==> src/rtl/rdi_multi_timer_if.sv <==
// Bundle of per-channel control and status signals for rdi_multi_timer.
//   i_en          per-channel run level (0 clears the channel)
//   i_hold        per-channel freeze while enabled
//   i_limit       packed limits, channel c at [c*CNT_W +: CNT_W]
//   o_timeout     per-channel timeout (pulse or sticky)
//   o_timeout_any OR of o_timeout
//   o_busy        per-channel RUN indication
//   o_count       packed current counters, same packing as i_limit
// Modports: master = RDI controller side, slave = timer side.
interface rdi_multi_timer_if #(
    parameter int NUM_CH = 2,
    parameter int CNT_W  = 12
);
    logic [NUM_CH-1:0]       i_en;
    logic [NUM_CH-1:0]       i_hold;
    logic [NUM_CH*CNT_W-1:0] i_limit;
    logic [NUM_CH-1:0]       o_timeout;
    logic                    o_timeout_any;
    logic [NUM_CH-1:0]       o_busy;
    logic [NUM_CH*CNT_W-1:0] o_count;

    modport master (
        output i_en, i_hold, i_limit,
        input  o_timeout, o_timeout_any, o_busy, o_count
    );

    modport slave (
        input  i_en, i_hold, i_limit,
        output o_timeout, o_timeout_any, o_busy, o_count
    );
endinterface

==> src/rtl/rdi_multi_timer.sv <==
// Multi-channel timeout engine beside the RDI state machine. Each channel counts enabled,
// unheld edges up to a limit captured at start (and at each pulse-mode restart), then either
// emits a one-cycle pulse and restarts (pulse mode) or latches its timeout until i_en drops
// (sticky mode, selected per channel by STICKY_MASK).
// Ports:
//   lclk     RDI clock, rising edge
//   sys_rst  asynchronous active-high reset
//   bus      rdi_multi_timer_if slave: i_en/i_hold/i_limit in, o_timeout/o_timeout_any/
//            o_busy/o_count out
module rdi_multi_timer #(
    parameter int                NUM_CH      = 2,
    parameter int                CNT_W       = 12,
    parameter logic [NUM_CH-1:0] STICKY_MASK = 2'b10
) (
    input logic                lclk,
    input logic                sys_rst,
    rdi_multi_timer_if.slave   bus
);

    typedef enum logic [1:0] {StIdle, StRun, StExpired} state_e;

    localparam logic [CNT_W-1:0] CntMax = '1;
    localparam logic [CNT_W-1:0] CntOne = CNT_W'(1);

    state_e            state_q  [NUM_CH];
    state_e            state_d  [NUM_CH];
    logic [CNT_W-1:0]  count_q  [NUM_CH];
    logic [CNT_W-1:0]  count_d  [NUM_CH];
    logic [CNT_W-1:0]  shadow_q [NUM_CH];
    logic [CNT_W-1:0]  shadow_d [NUM_CH];
    logic [NUM_CH-1:0] timeout_q;
    logic [NUM_CH-1:0] timeout_d;

    // State register (includes the per-channel datapath registers).
    always_ff @(posedge lclk or posedge sys_rst) begin
        if (sys_rst) begin
            for (int c = 0; c < NUM_CH; c++) begin
                state_q[c]  <= StIdle;
                count_q[c]  <= '0;
                shadow_q[c] <= '0;
            end
            timeout_q <= '0;
        end else begin
            for (int c = 0; c < NUM_CH; c++) begin
                state_q[c]  <= state_d[c];
                count_q[c]  <= count_d[c];
                shadow_q[c] <= shadow_d[c];
            end
            timeout_q <= timeout_d;
        end
    end

    // Next-state logic.
    always_comb begin
        logic [CNT_W-1:0] lim_in;
        logic [CNT_W-1:0] lim_eff;
        logic [CNT_W-1:0] cnt_inc;
        logic             advance;
        lim_in    = '0;
        lim_eff   = '0;
        cnt_inc   = '0;
        advance   = 1'b0;
        timeout_d = '0;
        for (int c = 0; c < NUM_CH; c++) begin
            state_d[c]  = state_q[c];
            count_d[c]  = count_q[c];
            shadow_d[c] = shadow_q[c];
            lim_in      = bus.i_limit[c*CNT_W +: CNT_W];
            lim_eff     = shadow_q[c];
            cnt_inc     = count_q[c];
            advance     = 1'b0;

            if (!bus.i_en[c]) begin
                state_d[c] = StIdle;
                count_d[c] = '0;
            end else begin
                unique case (state_q[c])
                    StIdle: begin
                        // Start edge counts as the first tick and ignores hold.
                        advance = 1'b1;
                        cnt_inc = CntOne;
                        lim_eff = lim_in;
                    end
                    StRun: begin
                        if (!bus.i_hold[c]) begin
                            advance = 1'b1;
                            // Saturation only matters for limit 0 (never expires).
                            cnt_inc = (count_q[c] == CntMax) ? count_q[c] : count_q[c] + 1'b1;
                        end
                    end
                    StExpired: begin
                        timeout_d[c] = 1'b1;
                    end
                    default: begin
                        state_d[c] = StIdle;
                        count_d[c] = '0;
                    end
                endcase

                if (advance) begin
                    if (lim_eff != '0 && cnt_inc == lim_eff) begin
                        timeout_d[c] = 1'b1;
                        if (STICKY_MASK[c]) begin
                            state_d[c]  = StExpired;
                            count_d[c]  = lim_eff;
                            shadow_d[c] = lim_eff;
                        end else begin
                            state_d[c]  = StRun;
                            count_d[c]  = '0;
                            shadow_d[c] = lim_in;
                        end
                    end else begin
                        state_d[c]  = StRun;
                        count_d[c]  = cnt_inc;
                        shadow_d[c] = lim_eff;
                    end
                end
            end
        end
    end

    // Outputs, all from registered state.
    always_comb begin
        bus.o_busy        = '0;
        bus.o_count       = '0;
        bus.o_timeout     = timeout_q;
        bus.o_timeout_any = |timeout_q;
        for (int c = 0; c < NUM_CH; c++) begin
            bus.o_busy[c]                  = (state_q[c] == StRun);
            bus.o_count[c*CNT_W +: CNT_W]  = count_q[c];
        end
    end

endmodule

==> src/flat_wrapper.sv <==
// flat-port wrapper written by rule: the top's interface ports become plain ports
module rdi_multi_timer_flat 
#(
    parameter int                NUM_CH      = 2,
    parameter int                CNT_W       = 12,
    parameter logic [NUM_CH-1:0] STICKY_MASK = 2'b10
)
  (lclk, sys_rst, bus_i_en, bus_i_hold, bus_i_limit, bus_o_timeout, bus_o_timeout_any, bus_o_busy, bus_o_count);
  rdi_multi_timer_if #(.NUM_CH(NUM_CH), .CNT_W(CNT_W)) bus_i ();
  input logic lclk;
  input logic sys_rst;
  input wire logic [$bits(bus_i.i_en)-1:0] bus_i_en;
  input wire logic [$bits(bus_i.i_hold)-1:0] bus_i_hold;
  input wire logic [$bits(bus_i.i_limit)-1:0] bus_i_limit;
  output wire logic [$bits(bus_i.o_timeout)-1:0] bus_o_timeout;
  output wire logic [$bits(bus_i.o_timeout_any)-1:0] bus_o_timeout_any;
  output wire logic [$bits(bus_i.o_busy)-1:0] bus_o_busy;
  output wire logic [$bits(bus_i.o_count)-1:0] bus_o_count;
  assign bus_i.i_en = bus_i_en;
  assign bus_i.i_hold = bus_i_hold;
  assign bus_i.i_limit = bus_i_limit;
  assign bus_o_timeout = bus_i.o_timeout;
  assign bus_o_timeout_any = bus_i.o_timeout_any;
  assign bus_o_busy = bus_i.o_busy;
  assign bus_o_count = bus_i.o_count;
  rdi_multi_timer #(.NUM_CH(NUM_CH), .CNT_W(CNT_W), .STICKY_MASK(STICKY_MASK)) u_core (.lclk(lclk), .sys_rst(sys_rst), .bus(bus_i));
endmodule
==> config.mk <==
export PLATFORM = sky130hd
export DESIGN_NAME = rdi_multi_timer_flat
export DESIGN_NICKNAME = d
export VERILOG_FILES = /design/src/rtl/rdi_multi_timer_if.sv /design/src/rtl/rdi_multi_timer.sv /design/src/flat_wrapper.sv
export SDC_FILE = /design/constraint.sdc
export NUM_CORES = 1
export LEC_CHECK = 0
export BUFFER_PORTS_ARGS = -buffer_cell sky130_fd_sc_hd__buf_2
export CORE_MARGIN = 3
export CORE_UTILIZATION = 30
export CTS_CLUSTER_SIZE = 10
export DETAILED_ROUTE_END_ITERATION = 7
export SLEW_MARGIN = 10
export SYNTH_ARGS = -nofsm -noshare
export SYNTH_HDL_FRONTEND = slang
export SYNTH_SLANG_ARGS = --single-unit
==> constraint.sdc <==
create_clock -name lclk -period 3.8 [get_ports lclk]
set_clock_uncertainty 0.05 [all_clocks]
set_input_delay 0.76 -clock lclk [delete_from_list [all_inputs] [get_ports lclk]]
set_output_delay 0.76 -clock lclk [all_outputs]
set_load 0.02 [all_outputs]
==> results.json, run 1 <==
{
  "tns_ns": 0,
  "pin_count": 59,
  "die_area_sq_um": 14600,
  "async_flop_share_pct": 100,
  "syn-mean-instance-area_sq_um": 8.87,
  "leakagePower_nw": 1.84,
  "yosysTopAreaCellShare_pct": 33.6,
  "power.density_nw_per_um2": 316,
  "min_path_type": "flop to flop",
  "grt_pass1_wl_um": 20200,
  "drt-initial-drc-count": 365,
  "ctsHoldBuffers": 0,
  "yosysMostFrequentCell": "dfrtp_1",
  "ys_ff_latch": 53,
  "drive_gt1_share_pct": 25.3,
  "holdCritStartpoint": "u_core.shadow_q[10]",
  "antenna_found_initial": 0,
  "cts_max_level": 2,
  "gr-usage-all-layers_pct": 17.1,
  "synth_edf_count": 0,
  "worstSetupPathType": "flop to flop",
  "cts_inserted_buffers": 5,
  "synth-xor-area-share_pct": 4.88,
  "synth_compound_area_share_pct": 17.6,
  "synthToLayoutAreaGrowth_pct": 14.9,
  "finalHoldViolCount": 0,
  "slew_headroom_pct": 41.8,
  "synthAdderAreaFrac_pct": 0.634,
  "crit_start": "u_core.bus.o_count[1]",
  "fin_nets": 521,
  "cts.path.max_buffers": 2,
  "fmax_mhz": 284,
  "reg2reg_from": "u_core.bus.o_count[1]",
  "synth_nets": 477,
  "fillers": 1364,
  "drv_cap": 0,
  "end_kind": "flop",
  "crit_fanout": 19,
  "rsz0062_at_grt": "false",
  "synth_cells": 445,
  "ant_nets": 0,
  "antennaDiodeCount": 0,
  "synth-main-ff-cell": "dfrtp_1",
  "synth_top_area_cell": "dfrtp_1",
  "grt_max_degree": 37,
  "muxShareOfSynthArea_pct": 9.79,
  "critPathLaunchType": "flop",
  "drtPass1Iterations": 5,
  "syn_area_sq_um": 3950,
  "cp_data_required_time_ns": 3.91,
  "run_status": "finished, final reports clean",
  "insertion_delay_ns": 0.31,
  "wl_per_cell_um": 18.3,
  "gp_congestion": 0.998,
  "totalWireLength_um": 12100,
  "post-place-cells": 654,
  "postCtsResizedCells": 0,
  "worstPathArrival_ns": 3.64,
  "overflow": 0,
  "cts.sinks": 53,
  "vias": 3841,
  "synth-simple-area-share_pct": 29.2,
  "row_count": 41,
  "drc": 0,
  "start_util_pct": 31.0,
  "ys_warn_count": 0,
  "tightest_slew_ns": 0.852,
  "maxSlewViolCount": 0,
  "die_h_um": 121,
  "clk_pin_slew_ns": 0.08,
  "synth_top_family_by_area": "simple AND/OR/NAND/NOR gates",
  "setup_viol": 0,
  "cts_setup_buffers": 0,
  "die_x_um": 121,
  "hpwlAfterDp_um": 9090,
  "synth_area_leaders": "dfrtp_1 34%, mux2_2 8.3%, nand2_1 3.8%, nand3_1 3.4%, o21ai_0 3.4%",
  "ir_drop_mv": 0.158,
  "numPortBuffers": 58,
  "fin_crit_sh_pct": 92.7,
  "core-area_sq_um": 12700,
  "viasPerCell": 5.80,
  "ys_seq_area_share_pct": 33.6,
  "fin_cells": 662,
  "cts-root-buf": "clkbuf_16",
  "first_global_vias": 3722,
  "synth_cell_types": 73,
  "ys_top_cells_by_count": "53 x dfrtp_1, 40 x nand2_1, 29 x mux2_2",
  "finalCriticalPeriod_ns": 3.52,
  "cts_tree": "done"
}
==> final cells by class <==
type / count / area [sq um] / share of cell area [%]
flip-flops and latches: 53 / 1330 / 29.2
inverters: 11 / 41.3 / 0.910
well taps: 172 / 215 / 4.74
clock inverters: 2 / 17.5 / 0.386
repair buffers: 65 / 343 / 7.56
multi-input cells: 353 / 2450 / 54.1
clock buffers: 6 / 139 / 3.06
==> stage by stage <==
step	power (mW)	setup slack, ns	hold slack (ns)	utilization [%]	cell area (sq um)
2_1_floorplan	0.849	0.588	0.453	-	3950
3_3_place_gp	0.929	0.363	0.485	34.4	4380
3_5_place_dp	0.936	0.298	0.489	34.4	4380
4_1_cts	1.45	0.324	0.510	35.7	4540
5_1_grt	1.51	0.0792	0.535	35.7	4540
6_report	1.43	0.279	0.510	35.7	4540
==> metal layers <==
layer  part of all wire, %  GRT usage [%]  vias to the layer above
met5                     0              0                        -
met4                   2.0           5.74                        0
met3                   6.3           3.79                       20
met2                    49           27.4                      169
met1                    43           22.9                     1880
li1                      -              -                     1772
==> path summary, 6_finish.rpt <==
kind | endpoint | depth (start not counted) | slack (ns)
max | u_core.bus.o_count[5] | 9 | 0.28
min | u_core.shadow_q[10] | 1 | 0.51
max reg2reg | u_core.bus.o_count[5] | 9 | 0.28
min reg2reg | u_core.shadow_q[10] | 1 | 0.51
max in group asynchronous | u_core.shadow_q[16] | 3 | 2.41
min in group asynchronous | u_core.bus.o_count[19] | 2 | 0.55
==> state kept, by name, indices dropped and copies added, names as in the netlist <==
signal and cells:
u_core.bus.o_count 24, u_core.shadow_q 24, u_core.state_q 3, u_core.bus.o_timeout 2
==> report_power, final <==
| group | internal [mW] | switching [mW] |
|---|---|---|
| sequential | 0.607 | 0.0550 |
| clock | 0.267 | 0.238 |
| combinational | 0.124 | 0.141 |
==> placed cells by master (no fill, tap or decap), types with 4 or more instances in the layout <==
cell type / count
nor3_1: 14
mux2i_1: 6
inv_1: 10
o41ai_1: 4
a31oi_1: 7
buf_4: 7
mux2_2: 29
nor2b_1: 12
xor2_1: 8
nand4_1: 12
nor4_1: 12
and3_1: 6
a21oi_1: 25
o21ai_0: 27
nand3_1: 27
nor2_1: 18
dfrtp_1: 53
clkbuf_16: 5
and2_1: 5
buf_2: 58
nand2b_1: 9
nand2_1: 40
xnor2_1: 14
==> cells by family after synthesis <==
| family | count (synthesis) |
|---|---|
| DFF | 53 |
| xor gates and xnor gates | 22 |
| buffers and inverters | 39 |
| AOI/OAI and AO/OA | 103 |
| muxes | 35 |
| and+or+nand+nor | 191 |
| adders and majority gates | 2 |
==> worst max-delay path, cell delays in order, from the launching register on <==
cell and delay (ns):
dfrtp_1 0.50, ha_1 0.44, nand4b_1 0.31, nor2_1 0.37, o2111ai_1 0.16, or4_1 0.43, a211oi_1 0.28, nand3_2 0.42
nand3_1 0.30, a31oi_1 0.10
No activity file was read; power rests on OpenSTA's default activity.
==> run 2, diff against run 1 <==
clock period = 3.6 ns   (was 3.8 ns; I/O delays follow)
==> run 2 against run 1 <==
Against the previous run:
- die area is the same
- clock power is 4.4% higher
- sequential power rose by 5.3%
- setup slack improved by 0.044 ns
- sequential share of layout area decreased by 0.22 points
- combinational power grew 6%
- largest cell class unchanged
- non-clock buffer count rose by 4
- utilization up 0.28 points
==> results.json, run 2 (synthesis gave the netlist of run 1 again) <==
{
  "cts_inserted_buffers": 5,
  "gr-usage-all-layers_pct": 16.8,
  "end_kind": "flop",
  "ant_nets": 0,
  "drc": 0,
  "tns_ns": 0,
  "tightest_slew_ns": 0.844,
  "final_cell_mix": "58 x buf_2, 53 x dfrtp_1, 40 x nand2_1",
  "layout_commonest_cell": "buf_2",
  "cts_setup_buffers": 0,
  "numPortBuffers": 58,
  "maxSlewViolCount": 0,
  "design_area_sq_um": 4570,
  "fin_crit_sh_pct": 91.0,
  "antenna_found_initial": 0,
  "die_area_sq_um": 14600,
  "pin_count": 59,
  "net-switching-power_uw": 433,
  "pre_cts_ws_ns": 0.158,
  "setup_slack_ns": 0.323,
  "finalHoldViolCount": 0,
  "viasPerCell": 5.69,
  "start_util_pct": 31.0,
  "cts-root-buf": "clkbuf_16",
  "vias": 3791,
  "p_int_mw": 1.07,
  "row_count": 41,
  "die_h_um": 121,
  "fillers": 1380,
  "overflow": 0,
  "fmax_mhz": 305,
  "worstPathArrival_ns": 3.41,
  "totalWireLength_um": 12000,
  "finalCriticalPeriod_ns": 3.28,
  "core-area_sq_um": 12700,
  "synthToLayoutAreaGrowth_pct": 15.7,
  "drt-initial-drc-count": 296,
  "p_comb_share_pct": 18.6,
  "min_path_type": "input pin to asynchronous set/reset pin",
  "setup_viol": 0,
  "crit_fanout": 9,
  "gp_congestion": 0.941,
  "cp_data_required_time_ns": 3.73,
  "critPathLaunchType": "flop",
  "drv_cap": 0,
  "die_x_um": 121,
  "insertion_delay_ns": 0.31,
  "postCtsResizedCells": 0,
  "cts.path.max_buffers": 2,
  "hpwlAfterDp_um": 9080,
  "power.density_nw_per_um2": 329,
  "grt_pass1_wl_um": 19500,
  "cts.sinks": 53,
  "first_global_vias": 3654,
  "wl_per_cell_um": 18.1,
  "drive_gt1_share_pct": 25.9,
  "clk_pin_slew_ns": 0.08,
  "grt_max_degree": 29,
  "seq_power_share_pct": 46.3,
  "drtPass1Iterations": 5,
  "ctsHoldBuffers": 0,
  "leakagePower_nw": 1.87,
  "clkPwrFrac_pct": 35.0,
  "antennaDiodeCount": 0,
  "rsz0062_at_grt": "false",
  "run_status": "finished, final reports clean",
  "placed_cell_area_sq_um": 4410,
  "fin_nets": 525,
  "cts_max_level": 2,
  "worstSetupPathType": "flop to flop",
  "cts_tree": "done",
  "slew_headroom_pct": 43.1,
  "ir_drop_mv": 0.176,
  "switching_share_pct": 28.8
}
[run 2: cell types whose count changed in the layout (fill, tap and decap cells not counted)]
cell	change
buf_4	+4
clkinv_4	-1
clkbuf_8	+1
[run 2: final timing paths]
| kind | start | to | slack [ns] | cells past startpoint |
|---|---|---|---|---|
| hold / removal | sys_rst | u_core.shadow_q[5] | 0.43 | 2 |
| min in group lclk | u_core.shadow_q[11] | u_core.shadow_q[11] | 0.50 | 1 |
| max in group asynchronous | sys_rst | u_core.bus.o_count[7] | 2.28 | 3 |
| setup / recovery | u_core.bus.o_count[1] | u_core.shadow_q[23] | 0.32 | 10 |
| hold reg to reg | u_core.shadow_q[11] | u_core.shadow_q[11] | 0.50 | 1 |
| setup reg to reg | u_core.bus.o_count[1] | u_core.shadow_q[23] | 0.32 | 10 |
[run 2: layout make-up]
type                       count  area (sq um)  share of cell area [%]
multi-input combinational    353          2450                    53.7
inverter                      11          41.3                   0.903
sequential                    53          1330                    29.0
tap                          172           215                    4.71
timing repair buffer          69           373                    8.16
clock buffer                   7           153                    3.34
clock inverter                 1          8.76                   0.192
[run 2: per-stage QoR]
stage / total power, mW / hold WS [ns] / instances / utilization (%)
floorplan: 0.896 / 0.453 / 445 / -
finish: 1.50 / 0.431 / 666 / 35.9
CTS: 1.53 / 0.458 / 666 / 35.9
global route: 1.59 / 0.483 / 666 / 35.9
detailed placement: 0.990 / 0.486 / 658 / 34.7
global placement: 0.981 / 0.482 / 658 / 34.7
[run 2: worst max-delay path, stage by stage, from the launching register on]
cell and delay, ns:
dfrtp_1 0.36, ha_1 0.38, nand4b_1 0.29, nor4_4 0.25
nor4_1 0.09, or4_1 0.55, and4bb_1 0.30, nand4_1 0.14
a21boi_2 0.20, buf_4 0.20, mux2_2 0.35
[run 2: metal layers]
| metal | wire length [um] | vias up | track usage, % |
|---|---|---|---|
| met2 | 5960 | 127 | 28.2 |
| li1 | - | 1782 | - |
| met5 | 0 | - | 0 |
| met3 | 666 | 22 | 3.74 |
| met1 | 5130 | 1860 | 21.3 |
| met4 | 285 | 0 | 5.67 |
[run 2: power groups by stage]
| stage | clock (mW) | combinational (mW) | sequential (mW) |
|---|---|---|---|
| detailed placement | 0 | 0.280 | 0.710 |
| global placement | 0 | 0.272 | 0.708 |
| floorplan | 0 | 0.201 | 0.695 |
| finish | 0.527 | 0.280 | 0.697 |
| global route | 0.573 | 0.311 | 0.705 |
| CTS | 0.546 | 0.282 | 0.697 |
